==> src/rtl/pcm_cap_seq_pkg.sv <==
// Shared definitions for the PCM capture sequencer: pcm_bffr register map,
// control-register values and the sequencer state encoding.
package pcm_cap_seq_pkg;

   localparam int LB_DATA_W_DEF = 32;
   localparam int LB_ADDR_W_DEF = 8;
   localparam int CAP_DATA_W    = 32;

   // pcm_bffr local-bus register map
   localparam logic [7:0] REG_CONTROL  = 8'h00;
   localparam logic [7:0] REG_STATUS   = 8'h01;
   localparam logic [7:0] REG_CAP_ADDR = 8'h02;

   // CONTROL register values
   localparam logic [31:0] CTRL_CAPTURE  = 32'd1;
   localparam logic [31:0] CTRL_PLAYBACK = 32'd0;

   typedef enum logic [3:0] {
      IDLE,
      MODE_ON,
      ADDR_WR,
      SETTLE,
      RD,
      RD_WAIT,
      PUSH,
      MODE_OFF,
      DONE
   } cap_state_t;

endpackage

==> src/rtl/pcm_cap_seq_if.sv <==
// Local-bus link between the capture sequencer (master) and pcm_bffr (slave).
interface pcm_cap_seq_if
   import pcm_cap_seq_pkg::*;
#(
   parameter int LB_DATA_W = LB_DATA_W_DEF,
   parameter int LB_ADDR_W = LB_ADDR_W_DEF
) ();

   logic                 lb_wr_en;
   logic                 lb_rd_en;
   logic [LB_ADDR_W-1:0] lb_addr;
   logic [LB_DATA_W-1:0] lb_wr_data;
   logic                 lb_wr_valid;
   logic                 lb_rd_valid;
   logic [LB_DATA_W-1:0] lb_rd_data;

   modport master (
      output lb_wr_en,
      output lb_rd_en,
      output lb_addr,
      output lb_wr_data,
      input  lb_wr_valid,
      input  lb_rd_valid,
      input  lb_rd_data
   );

   modport slave (
      input  lb_wr_en,
      input  lb_rd_en,
      input  lb_addr,
      input  lb_wr_data,
      output lb_wr_valid,
      output lb_rd_valid,
      output lb_rd_data
   );

endinterface

==> src/rtl/pcm_cap_seq.sv <==
// PCM capture sequencer: switches pcm_bffr into capture mode, walks a range
// of buffer addresses reading one PCM word per address over the local bus,
// streams each word out on a valid/ready port, then returns pcm_bffr to
// playback mode. Every bus wait is bounded by a timeout.
module pcm_cap_seq
   import pcm_cap_seq_pkg::*;
#(
   parameter int LB_DATA_W   = 32,
   parameter int LB_ADDR_W   = 8,
   parameter int NUM_SAMPLES = 128,
   parameter int RD_SETTLE   = 3,
   parameter int LB_TIMEOUT  = 16,
   localparam int MEM_ADDR_W = $clog2(NUM_SAMPLES) + 1
) (
   input  logic                  acortex_clk,
   input  logic                  acortex_rst_n,
   input  logic                  cap_start,
   input  logic                  cap_abort,
   input  logic [MEM_ADDR_W-1:0] cap_base,
   input  logic [MEM_ADDR_W:0]   cap_len,
   output logic                  cap_busy,
   output logic                  cap_done,
   output logic                  cap_err,
   pcm_cap_seq_if.master         lb,
   output logic [CAP_DATA_W-1:0] cap_data,
   output logic                  cap_valid,
   input  logic                  cap_ready
);

   localparam int CNT_W = MEM_ADDR_W + 1;
   localparam int TMO_W = (LB_TIMEOUT > 1) ? $clog2(LB_TIMEOUT) : 1;
   localparam int STL_W = (RD_SETTLE > 1) ? $clog2(RD_SETTLE) : 1;

   localparam logic [MEM_ADDR_W-1:0] ADDR_LAST = MEM_ADDR_W'(2 * NUM_SAMPLES - 1);
   localparam logic [TMO_W-1:0]      TMO_LAST  = TMO_W'(LB_TIMEOUT - 1);
   // at least one settle cycle is always spent
   localparam logic [STL_W-1:0]      STL_LAST  = STL_W'((RD_SETTLE > 0) ? RD_SETTLE - 1 : 0);

   cap_state_t            state;
   logic [MEM_ADDR_W-1:0] addr_q;
   logic [CNT_W-1:0]      len_q;
   logic [CNT_W-1:0]      cnt_q;
   logic [TMO_W-1:0]      tmo_q;
   logic [STL_W-1:0]      stl_q;
   logic                  abort_pend;

   logic [CNT_W-1:0]      cnt_nxt;
   logic [MEM_ADDR_W-1:0] addr_nxt;
   logic                  abort_now;

   // next buffer address wraps over both sample banks
   function automatic logic [MEM_ADDR_W-1:0] wrap_inc(input logic [MEM_ADDR_W-1:0] a);
      if (a == ADDR_LAST) begin
         return '0;
      end
      return a + MEM_ADDR_W'(1);
   endfunction

   assign cnt_nxt   = cnt_q + CNT_W'(1);
   assign addr_nxt  = wrap_inc(addr_q);
   // an abort seen now or earlier in the current bus wait
   assign abort_now = cap_abort | abort_pend;

   // capture sequencer FSM with registered bus strobes and status outputs
   always_ff @(posedge acortex_clk or negedge acortex_rst_n) begin
      if (!acortex_rst_n) begin
         state         <= IDLE;
         addr_q        <= '0;
         len_q         <= '0;
         cnt_q         <= '0;
         tmo_q         <= '0;
         stl_q         <= '0;
         abort_pend    <= 1'b0;
         cap_busy      <= 1'b0;
         cap_done      <= 1'b0;
         cap_err       <= 1'b0;
         cap_valid     <= 1'b0;
         cap_data      <= '0;
         lb.lb_wr_en   <= 1'b0;
         lb.lb_rd_en   <= 1'b0;
         lb.lb_addr    <= '0;
         lb.lb_wr_data <= '0;
      end else begin
         // strobes and the done pulse last one cycle unless re-issued below
         lb.lb_wr_en <= 1'b0;
         lb.lb_rd_en <= 1'b0;
         cap_done    <= 1'b0;

         case (state)
            IDLE: begin
               if (cap_start) begin
                  addr_q     <= cap_base;
                  len_q      <= cap_len;
                  cnt_q      <= '0;
                  cap_err    <= 1'b0;
                  cap_busy   <= 1'b1;
                  abort_pend <= 1'b0;
                  if (cap_len == '0) begin
                     state    <= DONE;
                     cap_done <= 1'b1;
                  end else begin
                     state         <= MODE_ON;
                     lb.lb_wr_en   <= 1'b1;
                     lb.lb_addr    <= LB_ADDR_W'(REG_CONTROL);
                     lb.lb_wr_data <= LB_DATA_W'(CTRL_CAPTURE);
                     tmo_q         <= '0;
                  end
               end
            end

            MODE_ON, ADDR_WR: begin
               if (cap_abort) begin
                  abort_pend <= 1'b1;
               end
               if (lb.lb_wr_valid) begin
                  if (abort_now) begin
                     state         <= MODE_OFF;
                     lb.lb_wr_en   <= 1'b1;
                     lb.lb_addr    <= LB_ADDR_W'(REG_CONTROL);
                     lb.lb_wr_data <= LB_DATA_W'(CTRL_PLAYBACK);
                     tmo_q         <= '0;
                     abort_pend    <= 1'b0;
                  end else if (state == MODE_ON) begin
                     state         <= ADDR_WR;
                     lb.lb_wr_en   <= 1'b1;
                     lb.lb_addr    <= LB_ADDR_W'(REG_CAP_ADDR);
                     lb.lb_wr_data <= LB_DATA_W'(addr_q);
                     tmo_q         <= '0;
                  end else begin
                     state <= SETTLE;
                     stl_q <= '0;
                  end
               end else if (tmo_q == TMO_LAST) begin
                  cap_err       <= 1'b1;
                  state         <= MODE_OFF;
                  lb.lb_wr_en   <= 1'b1;
                  lb.lb_addr    <= LB_ADDR_W'(REG_CONTROL);
                  lb.lb_wr_data <= LB_DATA_W'(CTRL_PLAYBACK);
                  tmo_q         <= '0;
                  abort_pend    <= 1'b0;
               end else begin
                  tmo_q <= tmo_q + TMO_W'(1);
               end
            end

            SETTLE: begin
               if (cap_abort) begin
                  state         <= MODE_OFF;
                  lb.lb_wr_en   <= 1'b1;
                  lb.lb_addr    <= LB_ADDR_W'(REG_CONTROL);
                  lb.lb_wr_data <= LB_DATA_W'(CTRL_PLAYBACK);
                  tmo_q         <= '0;
               end else if (stl_q == STL_LAST) begin
                  state       <= RD;
                  lb.lb_rd_en <= 1'b1;
                  lb.lb_addr  <= LB_ADDR_W'(REG_STATUS);
                  tmo_q       <= '0;
               end else begin
                  stl_q <= stl_q + STL_W'(1);
               end
            end

            // RD is the strobe cycle, RD_WAIT the remaining acknowledge wait
            RD, RD_WAIT: begin
               if (cap_abort) begin
                  abort_pend <= 1'b1;
               end
               if (lb.lb_rd_valid) begin
                  if (abort_now) begin
                     state         <= MODE_OFF;
                     lb.lb_wr_en   <= 1'b1;
                     lb.lb_addr    <= LB_ADDR_W'(REG_CONTROL);
                     lb.lb_wr_data <= LB_DATA_W'(CTRL_PLAYBACK);
                     tmo_q         <= '0;
                     abort_pend    <= 1'b0;
                  end else begin
                     cap_data  <= lb.lb_rd_data[CAP_DATA_W-1:0];
                     cap_valid <= 1'b1;
                     state     <= PUSH;
                  end
               end else if (tmo_q == TMO_LAST) begin
                  cap_err       <= 1'b1;
                  state         <= MODE_OFF;
                  lb.lb_wr_en   <= 1'b1;
                  lb.lb_addr    <= LB_ADDR_W'(REG_CONTROL);
                  lb.lb_wr_data <= LB_DATA_W'(CTRL_PLAYBACK);
                  tmo_q         <= '0;
                  abort_pend    <= 1'b0;
               end else begin
                  tmo_q <= tmo_q + TMO_W'(1);
                  state <= RD_WAIT;
               end
            end

            PUSH: begin
               if (cap_abort) begin
                  cap_valid     <= 1'b0;
                  state         <= MODE_OFF;
                  lb.lb_wr_en   <= 1'b1;
                  lb.lb_addr    <= LB_ADDR_W'(REG_CONTROL);
                  lb.lb_wr_data <= LB_DATA_W'(CTRL_PLAYBACK);
                  tmo_q         <= '0;
               end else if (cap_ready) begin
                  cap_valid <= 1'b0;
                  cnt_q     <= cnt_nxt;
                  if (cnt_nxt == len_q) begin
                     state         <= MODE_OFF;
                     lb.lb_wr_en   <= 1'b1;
                     lb.lb_addr    <= LB_ADDR_W'(REG_CONTROL);
                     lb.lb_wr_data <= LB_DATA_W'(CTRL_PLAYBACK);
                     tmo_q         <= '0;
                  end else begin
                     addr_q        <= addr_nxt;
                     state         <= ADDR_WR;
                     lb.lb_wr_en   <= 1'b1;
                     lb.lb_addr    <= LB_ADDR_W'(REG_CAP_ADDR);
                     lb.lb_wr_data <= LB_DATA_W'(addr_nxt);
                     tmo_q         <= '0;
                  end
               end
            end

            // returning to playback also resets the pcm_bffr write pointer
            MODE_OFF: begin
               if (lb.lb_wr_valid) begin
                  state    <= DONE;
                  cap_done <= 1'b1;
               end else if (tmo_q == TMO_LAST) begin
                  cap_err  <= 1'b1;
                  state    <= DONE;
                  cap_done <= 1'b1;
               end else begin
                  tmo_q <= tmo_q + TMO_W'(1);
               end
            end

            DONE: begin
               cap_busy <= 1'b0;
               state    <= IDLE;
            end

            default: begin
               state <= IDLE;
            end
         endcase
      end
   end

endmodule

==> src/flat_wrapper.sv <==
// flat-port wrapper written by rule: the top's interface ports become plain ports
module pcm_cap_seq_flat import pcm_cap_seq_pkg::*;
#(
   parameter int LB_DATA_W   = 32,
   parameter int LB_ADDR_W   = 8,
   parameter int NUM_SAMPLES = 128,
   parameter int RD_SETTLE   = 3,
   parameter int LB_TIMEOUT  = 16,
   localparam int MEM_ADDR_W = $clog2(NUM_SAMPLES) + 1
)
  (acortex_clk, acortex_rst_n, cap_start, cap_abort, cap_base, cap_len, cap_busy, cap_done, cap_err, cap_data, cap_valid, cap_ready, lb_lb_wr_en, lb_lb_rd_en, lb_lb_addr, lb_lb_wr_data, lb_lb_wr_valid, lb_lb_rd_valid, lb_lb_rd_data);
  pcm_cap_seq_if #(.LB_DATA_W(LB_DATA_W), .LB_ADDR_W(LB_ADDR_W)) lb_i ();
  input  logic acortex_clk;
  input  logic acortex_rst_n;
  input  logic cap_start;
  input  logic cap_abort;
  input  logic [MEM_ADDR_W-1:0] cap_base;
  input  logic [MEM_ADDR_W:0] cap_len;
  output logic cap_busy;
  output logic cap_done;
  output logic cap_err;
  output logic [CAP_DATA_W-1:0] cap_data;
  output logic cap_valid;
  input  logic cap_ready;
  output wire logic [$bits(lb_i.lb_wr_en)-1:0] lb_lb_wr_en;
  output wire logic [$bits(lb_i.lb_rd_en)-1:0] lb_lb_rd_en;
  output wire logic [$bits(lb_i.lb_addr)-1:0] lb_lb_addr;
  output wire logic [$bits(lb_i.lb_wr_data)-1:0] lb_lb_wr_data;
  input wire logic [$bits(lb_i.lb_wr_valid)-1:0] lb_lb_wr_valid;
  input wire logic [$bits(lb_i.lb_rd_valid)-1:0] lb_lb_rd_valid;
  input wire logic [$bits(lb_i.lb_rd_data)-1:0] lb_lb_rd_data;
  assign lb_lb_wr_en = lb_i.lb_wr_en;
  assign lb_lb_rd_en = lb_i.lb_rd_en;
  assign lb_lb_addr = lb_i.lb_addr;
  assign lb_lb_wr_data = lb_i.lb_wr_data;
  assign lb_i.lb_wr_valid = lb_lb_wr_valid;
  assign lb_i.lb_rd_valid = lb_lb_rd_valid;
  assign lb_i.lb_rd_data = lb_lb_rd_data;
  pcm_cap_seq #(.LB_DATA_W(LB_DATA_W), .LB_ADDR_W(LB_ADDR_W), .NUM_SAMPLES(NUM_SAMPLES), .RD_SETTLE(RD_SETTLE), .LB_TIMEOUT(LB_TIMEOUT)) u_core (.acortex_clk(acortex_clk), .acortex_rst_n(acortex_rst_n), .cap_start(cap_start), .cap_abort(cap_abort), .cap_base(cap_base), .cap_len(cap_len), .cap_busy(cap_busy), .cap_done(cap_done), .cap_err(cap_err), .lb(lb_i), .cap_data(cap_data), .cap_valid(cap_valid), .cap_ready(cap_ready));
endmodule
==> config.mk <==
export PLATFORM = sky130hd
export DESIGN_NAME = pcm_cap_seq_flat
export DESIGN_NICKNAME = d
export VERILOG_FILES = /design/src/rtl/pcm_cap_seq_pkg.sv /design/src/rtl/pcm_cap_seq_if.sv /design/src/rtl/pcm_cap_seq.sv /design/src/flat_wrapper.sv
export SDC_FILE = /design/constraint.sdc
export NUM_CORES = 1
export LEC_CHECK = 0
export CORE_MARGIN = 1.5
export CORE_UTILIZATION = 42
export DETAILED_ROUTE_END_ITERATION = 8
export GPL_ROUTABILITY_DRIVEN = 0
export PLACE_DENSITY = 0.8
export SYNTH_ARGS = -nofsm -noshare
export SYNTH_HDL_FRONTEND = slang
export SYNTH_SLANG_ARGS = --single-unit
==> constraint.sdc <==
create_clock -name acortex_clk -period 2.75 [get_ports acortex_clk]
set_input_delay 0.55 -clock acortex_clk [delete_from_list [all_inputs] [get_ports acortex_clk]]
set_output_delay 0.55 -clock acortex_clk [all_outputs]
set_load 0.01 [all_outputs]
==> results.py, run 1 <==
metrics = {
    "status": {
        "status": "completed",
    },
    "routing": {
        "postRouteAntennaNets": 0,
        "vias": 4768,
        "drt-initial-drc-count": 567,
        "firstDrtPassIters": 6,
        "viasPerCell": 5.66,
        "drc": 0,
        "drt_wl_total_mm": 14.4,
        "wire_per_inst_um": 17.1,
    },
    "die": {
        "ioPinCount": 134,
        "rows": 41,
        "die_h_um": 118,
        "start_util_pct": 43.7,
        "dieWidth_um": 118,
        "die_area_um2": 14000,
        "coreArea_um2": 12800,
    },
    "power": {
        "peakVddDrop_mv": 0.521,
        "cellPowerDensity_nw_per_um2": 1040,
        "leakage_nw": 3.35,
    },
    "layout": {
        "fin_cells": 843,
        "final_cell_mix": "clkdlybuf4s50_1 (132), dfrtp_1 (115), mux2_2 (43)",
        "area_growth_pct": 39.7,
        "drive_gt1_share_pct": 17.0,
        "fin_nets": 718,
        "num-fill-cells": 1004,
        "final-seq-area_um2": 2880,
        "layout_commonest_cell": "clkdlybuf4s50_1",
        "insertedDiodeCount": 0,
        "multi_input_area_um2": 2510,
    },
    "yosys": {
        "syn_nets": 573,
        "ys_async_sr_fraction_pct": 100,
        "synth_cells": 513,
        "synth-main-ff-cell": "dfrtp_1",
        "syn_avg_cell_area_um2": 10.9,
        "seq_area_frac_synth_pct": 51.6,
        "synth-edff-count": 0,
        "ys_warn_count": 0,
        "syn-cell-area_um2": 5580,
        "synth_seq_cells": 115,
        "synthDistinctLibCells": 66,
    },
    "clock_tree": {
        "ctsHoldBuffers": 0,
        "cts_buffer_depth": 2,
        "cts.root.buffer_cell": "clkbuf_16",
        "htreeDepth": 4,
        "cts_made_buffers": 17,
        "post_cts_buffers": 0,
        "clk_latency_ps": 430,
        "clk_pin_slew_worst_paths_ps": 60,
        "ctsResizeCount": 0,
        "cts_tree": "built",
        "cts_sinks": 115,
    },
    "sta": {
        "final_hold_viol_count": 0,
        "slew_headroom_pct": 59.5,
        "rsz0062_at_grt": "false",
        "fmax_mhz": 387,
        "setup_viol": 0,
        "fin_tns_setup_ps": 0,
        "fin_crit_ps": 2590,
        "fin_crit_sh_pct": 94.0,
        "finalClockSkew_ps": 14.8,
        "tightest_slew_ps": 607,
        "slew_viol_final": 0,
    },
    "place": {
        "dp_cells": 811,
        "dp_hpwl_mm": 10.2,
        "portBuffers": 133,
    },
    "worst_setup_path": {
        "cpPeakStageDelay_ps": 450,
        "end_kind": "flop",
        "cpMostUsedCell": "buf_4",
        "crit_type": "flop to flop",
        "critPathTopFamily": "simple AND/OR/NAND/NOR gates",
        "path_max_fanout": 9,
        "cpMaxStageDelayCell": "dfrtp_1",
        "critPathLaunchType": "flop",
        "worstPathArrival_ps": 2940,
        "worstPathRequired_ps": 3100,
        "crit_chain": "ha_1 > buf_4 > and2_1 > nand3_1 > xnor2_1 > nor4_4 > buf_4 > nor4_1 > a221o_1",
        "path_buf_inv": 2,
    },
    "global_route": {
        "antenna_found_initial": 0,
        "grt_start_max_net_pins": 50,
        "grt-ovfl-total": 0,
        "grt_pass1_wl_mm": 23.8,
        "grt_usage_pct": 21.2,
        "grt_pass1_vias": 4781,
    },
    "min_path": {
        "hold_path_class": "input port to asynchronous set/reset pin",
    },
    "flow_run": {
        "max_cap_viol_count": 0,
    },
}
synth_stat cells (3+ instances only):
cell	number	area, um^2
o31ai_1	6	45.0
xor2_1	9	78.8
ha_1	4	50.1
a211o_1	4	35.0
xnor2_1	8	70.1
a32oi_1	3	26.3
a21o_1	4	30.0
inv_1	12	45.0
a22oi_1	8	60.1
and3_1	6	37.5
nand3_1	18	90.1
nand2b_1	4	25.0
nor4_1	6	37.5
and2_1	33	206
nor3b_1	4	30.0
buf_2	6	30.0
nor3_1	18	90.1
a211oi_1	5	37.5
a22o_1	3	26.3
or3_1	4	25.0
nor2_1	19	71.3
nand2_1	31	116
nand3b_1	3	22.5
dfrtp_1	115	2880
nor2b_1	12	75.1
a21oi_1	17	85.1
a221o_1	6	60.1
o21ai_0	27	135
and4_1	3	26.3
mux2_2	43	484
clkbuf_1	22	82.6
o21a_1	3	22.5
a31oi_1	6	37.5
state kept, by name, summed over array words and instances (netlist names):
name                  cells
u_core.addr_q             8
u_core.lb.lb_wr_data     32
u_core.lb.lb_rd_en        1
u_core.cap_valid          1
u_core.len_q              9
u_core.abort_pend         1
u_core.cap_busy           1
u_core.lb.lb_wr_en        1
u_core.cnt_q              9
u_core.cap_data          32
u_core.cap_done           1
u_core.cap_err            1
u_core.tmo_q              4
u_core.lb.lb_addr         8
u_core.state              4
u_core.stl_q              2
through the flow:
stage / power (mW) / hold WS [ps] / util, % / area, um^2 / worst slack [ps]
global placement: 5.70 / 461 / 56.2 / 7180 / 117
detailed placement: 5.83 / 470 / 56.2 / 7180 / 36.2
global route: 8.58 / 180 / 61.0 / 7790 / 8.93
CTS: 8.13 / 158 / 61.0 / 7790 / 76.8
finish: 8.12 / 146 / 61.0 / 7790 / 164
floorplan: 4.45 / 254 / - / 5580 / 308
kinds of logic (layout without fill, tap and decap cells):
family	count (synthesis)	count (layout)	share of synthesized area (%)
AND/OR/NAND/NOR	174	174	17.6
flip-flops	115	115	51.6
AO/OA/AOI/OAI	114	114	14.6
multiplexers	44	44	8.86
buffers and inverters	44	202	3.37
XOR/XNOR	18	18	3.10
adder cells (fa/ha/maj)	4	4	0.898
routing by layer:
| layer | GRT usage [%] | share of wire, % | routed length [um] | up-vias |
|---|---|---|---|---|
| met5 | 0 | 0 | 0 | - |
| met4 | 8.38 | 2.5 | 359 | 0 |
| met3 | 6.13 | 8.6 | 1230 | 41 |
| met2 | 34.7 | 49 | 6990 | 255 |
| met1 | 26.2 | 40 | 5800 | 2316 |
| li1 | - | - | - | 2156 |
worst paths after layout:
| check | from | endpoint | slack [ps] | cells after the start |
|---|---|---|---|---|
| setup / recovery | u_core.cnt_q[0] | u_core.lb.lb_wr_data[3] | 160 | 9 |
| hold / removal | acortex_rst_n | u_core.cap_busy | 150 | 1 |
| setup reg to reg | u_core.cnt_q[0] | u_core.lb.lb_wr_data[3] | 160 | 9 |
| hold reg to reg | u_core.lb.lb_wr_data[11] | u_core.lb.lb_wr_data[11] | 480 | 1 |
| max in group asynchronous | acortex_rst_n | u_core.tmo_q[3] | 1880 | 2 |
| min in group acortex_clk | u_core.lb.lb_wr_data[11] | u_core.lb.lb_wr_data[11] | 480 | 1 |
cell type report:
class,instances,area share [%]
Inverter,12,0.578
Sequential cell,115,36.9
Timing Repair Buffer,158,19.6
Clock inverter,12,1.97
Clock buffer,20,5.86
Multi-Input combinational cell,354,32.3
Tap cell,172,2.76
report_power, final:
part           internal [mW]  switching, mW
Sequential              2.20          0.455
Combinational           1.63           1.58
Clock                   1.47          0.791
Total                   5.30           2.82
(Power assumes the default switching activity.)
==> inputs of run 2 (changes only) <==
--- a/config.mk
+++ b/config.mk
@@ -9,7 +9,9 @@
 export CORE_UTILIZATION = 42
 export DETAILED_ROUTE_END_ITERATION = 8
 export GPL_ROUTABILITY_DRIVEN = 0
+export GPL_TIMING_DRIVEN = 0
 export PLACE_DENSITY = 0.8
+export RECOVER_POWER = 25
 export SYNTH_ARGS = -nofsm -noshare
 export SYNTH_HDL_FRONTEND = slang
 export SYNTH_SLANG_ARGS = --single-unit
==> run 2 against run 1 <==
  * Cell count up 0.83%
  * Sequential power fell by 3%
  * Sequential share of layout area grew 0.27 points
  * Non-clock buffer count grew 7
  * Combinational power grew 1%
  * Via count increased by 2.0%
  * Critical path type unchanged
==> results.py, run 2 (synthesis gave the netlist of run 1 again) <==
metrics = {
    "layout": {
        "insertedDiodeCount": 0,
        "fin_nets": 725,
        "area_growth_pct": 38.8,
        "stdcell_area_um2": 7740,
        "final_cell_mix": "clkdlybuf4s50_1 (131), dfrtp_1 (114), mux2_2 (43)",
        "largest_registers": "u_core.cap_data x32, u_core.lb.lb_wr_data x32",
        "final_core_util_pct": 60.6,
        "layout_commonest_cell": "clkdlybuf4s50_1",
        "fin_cells": 850,
        "drive_gt1_share_pct": 14.7,
    },
    "place": {
        "dp_hpwl_mm": 10.6,
        "placed_area_um2": 7140,
        "portBuffers": 132,
        "dp_cells": 818,
    },
    "die": {
        "ioPinCount": 134,
        "start_util_pct": 43.7,
        "dieWidth_um": 118,
        "coreArea_um2": 12800,
        "die_h_um": 118,
        "die_area_um2": 14000,
        "rows": 41,
    },
    "clock_tree": {
        "cts_tree": "built",
        "cts_sinks": 115,
        "post_cts_buffers": 0,
        "clk_latency_ps": 420,
        "cts_buffer_depth": 2,
        "cts_made_buffers": 17,
        "cts.root.buffer_cell": "clkbuf_16",
        "clk_pin_slew_worst_paths_ps": 60,
        "htreeDepth": 4,
    },
    "power": {
        "peakVddDrop_mv": 0.577,
        "cellPowerDensity_nw_per_um2": 1040,
        "leakage_nw": 3.28,
    },
    "routing": {
        "firstDrtPassIters": 6,
        "viasPerCell": 5.72,
        "vias": 4861,
        "drt_wl_total_mm": 14.8,
        "postRouteAntennaNets": 0,
        "drc": 0,
        "drt-initial-drc-count": 470,
        "wire_per_inst_um": 17.4,
    },
    "worst_setup_path": {
        "path_max_fanout": 10,
        "critPathTopFamily": "simple AND/OR/NAND/NOR gates",
        "end_kind": "flop",
        "cpMaxStageDelayCell": "nor4_1",
        "cpPeakStageDelay_ps": 480,
        "worstRegToRegCells": 7,
        "worst_r2r_endpoint": "u_core.lb.lb_wr_data[3]",
        "critPathLaunchType": "flop",
        "crit_start": "u_core.state[2]",
        "worstPathRequired_ps": 3100,
        "reg2reg_slack_ps": 130,
        "crit_type": "flop to flop",
        "path_buf_inv": 2,
        "crit-reg2reg-launch": "u_core.state[2]",
        "worstPathArrival_ps": 2970,
        "cp.depth": 7,
        "worstSetupEndpoint": "u_core.lb.lb_wr_data[3]",
        "crit_chain": "buf_2 > nor2b_1 > nand2_1 > a211o_1 > clkbuf_1 > nor4_1 > a221o_1",
    },
    "global_route": {
        "grt-ovfl-total": 0,
        "grt_start_max_net_pins": 60,
        "grt_usage_pct": 21.9,
        "grt_pass1_wl_mm": 24.5,
        "antenna_found_initial": 0,
        "grt_pass1_vias": 4925,
    },
    "flow_run": {
        "max_cap_viol_count": 0,
    },
    "sta": {
        "setup_viol": 0,
        "tightest_slew_ps": 1430,
        "fin_crit_sh_pct": 95.1,
        "final_hold_viol_count": 0,
        "fmax_mhz": 382,
        "rsz0062_at_grt": "false",
        "finalClockSkew_ps": 8.66,
        "slew_headroom_pct": 4.35,
        "fin_crit_ps": 2620,
        "fin_tns_setup_ps": 0,
        "slew_viol_final": 0,
    },
    "status": {
        "status": "completed",
    },
    "min_path": {
        "hold_path_class": "input port to asynchronous set/reset pin",
    },
}
run 2: changes by cell type in the layout (fill, tap and decap cells not counted), moves of 2 or more:
cell	delta
clkbuf_1	+22
buf_6	+2
buf_2	+6
buf_4	-25
buf_1	+2
run 2: timing repair:
action / CTS / global route
endpoints found under the setup margin: 2 / 8
hold buffers: 0 / 0
gates resized for setup: 1 / 4
run 2: final cells by class:
class | count | area [um^2]
inverters | 12 | 45.0
repair buffers | 133 | 1320
multi-input cells | 354 | 2540
flip-flops and latches | 115 | 2880
well taps | 172 | 215
clock buffers | 21 | 470
plain buffers | 32 | 143
fillers | 985 | 5030
clock inverters | 11 | 125
run 2: worst reg2reg max path, delay by kind of cell (launching register included):
kind	cells	cell delay [ps]
compound gates	2	520
simple gates	3	1140
flops	1	400
buf+inv	2	480
run 2: worst min-delay path by stage:
stage | from | end | slack [ps]
CTS | acortex_rst_n | u_core.lb.lb_wr_data[5] | 230
global placement | u_core.lb.lb_addr[0] | u_core.lb.lb_addr[0] | 460
global route | u_core.lb.lb_wr_data[26] | u_core.lb.lb_wr_data[26] | 500
finish | acortex_rst_n | u_core.len_q[1] | 470
detailed placement | u_core.lb.lb_addr[7] | u_core.lb.lb_addr[7] | 470
floorplan | acortex_rst_n | u_core.abort_pend | 250
run 2: stage by stage:
step           setup WS [ps]  hold slack [ps]  total power, mW
6_report                 134              473             8.02
2_1_floorplan            308              254             4.45
3_5_place_dp           -99.3              470             5.76
5_1_grt                 21.6              499             8.50
3_3_place_gp           -3150              464             5.62
4_1_cts                 69.6              233             7.99
run 2: where the power goes:
part | internal, mW | leakage (nW) | switching (mW)
clock network | 1.41 | 0.290 | 0.790
logic | 1.56 | 1.50 | 1.69
registers | 2.20 | 1.49 | 0.376
run 2: routing by layer:
metal	vias to the layer above	part of all wire, %	global-route usage, %
met5	-	0	0
met4	0	2.4	8.16
met3	46	8.6	6.56
met2	267	49	36.4
met1	2377	40	26.9
li1	2171	-	-
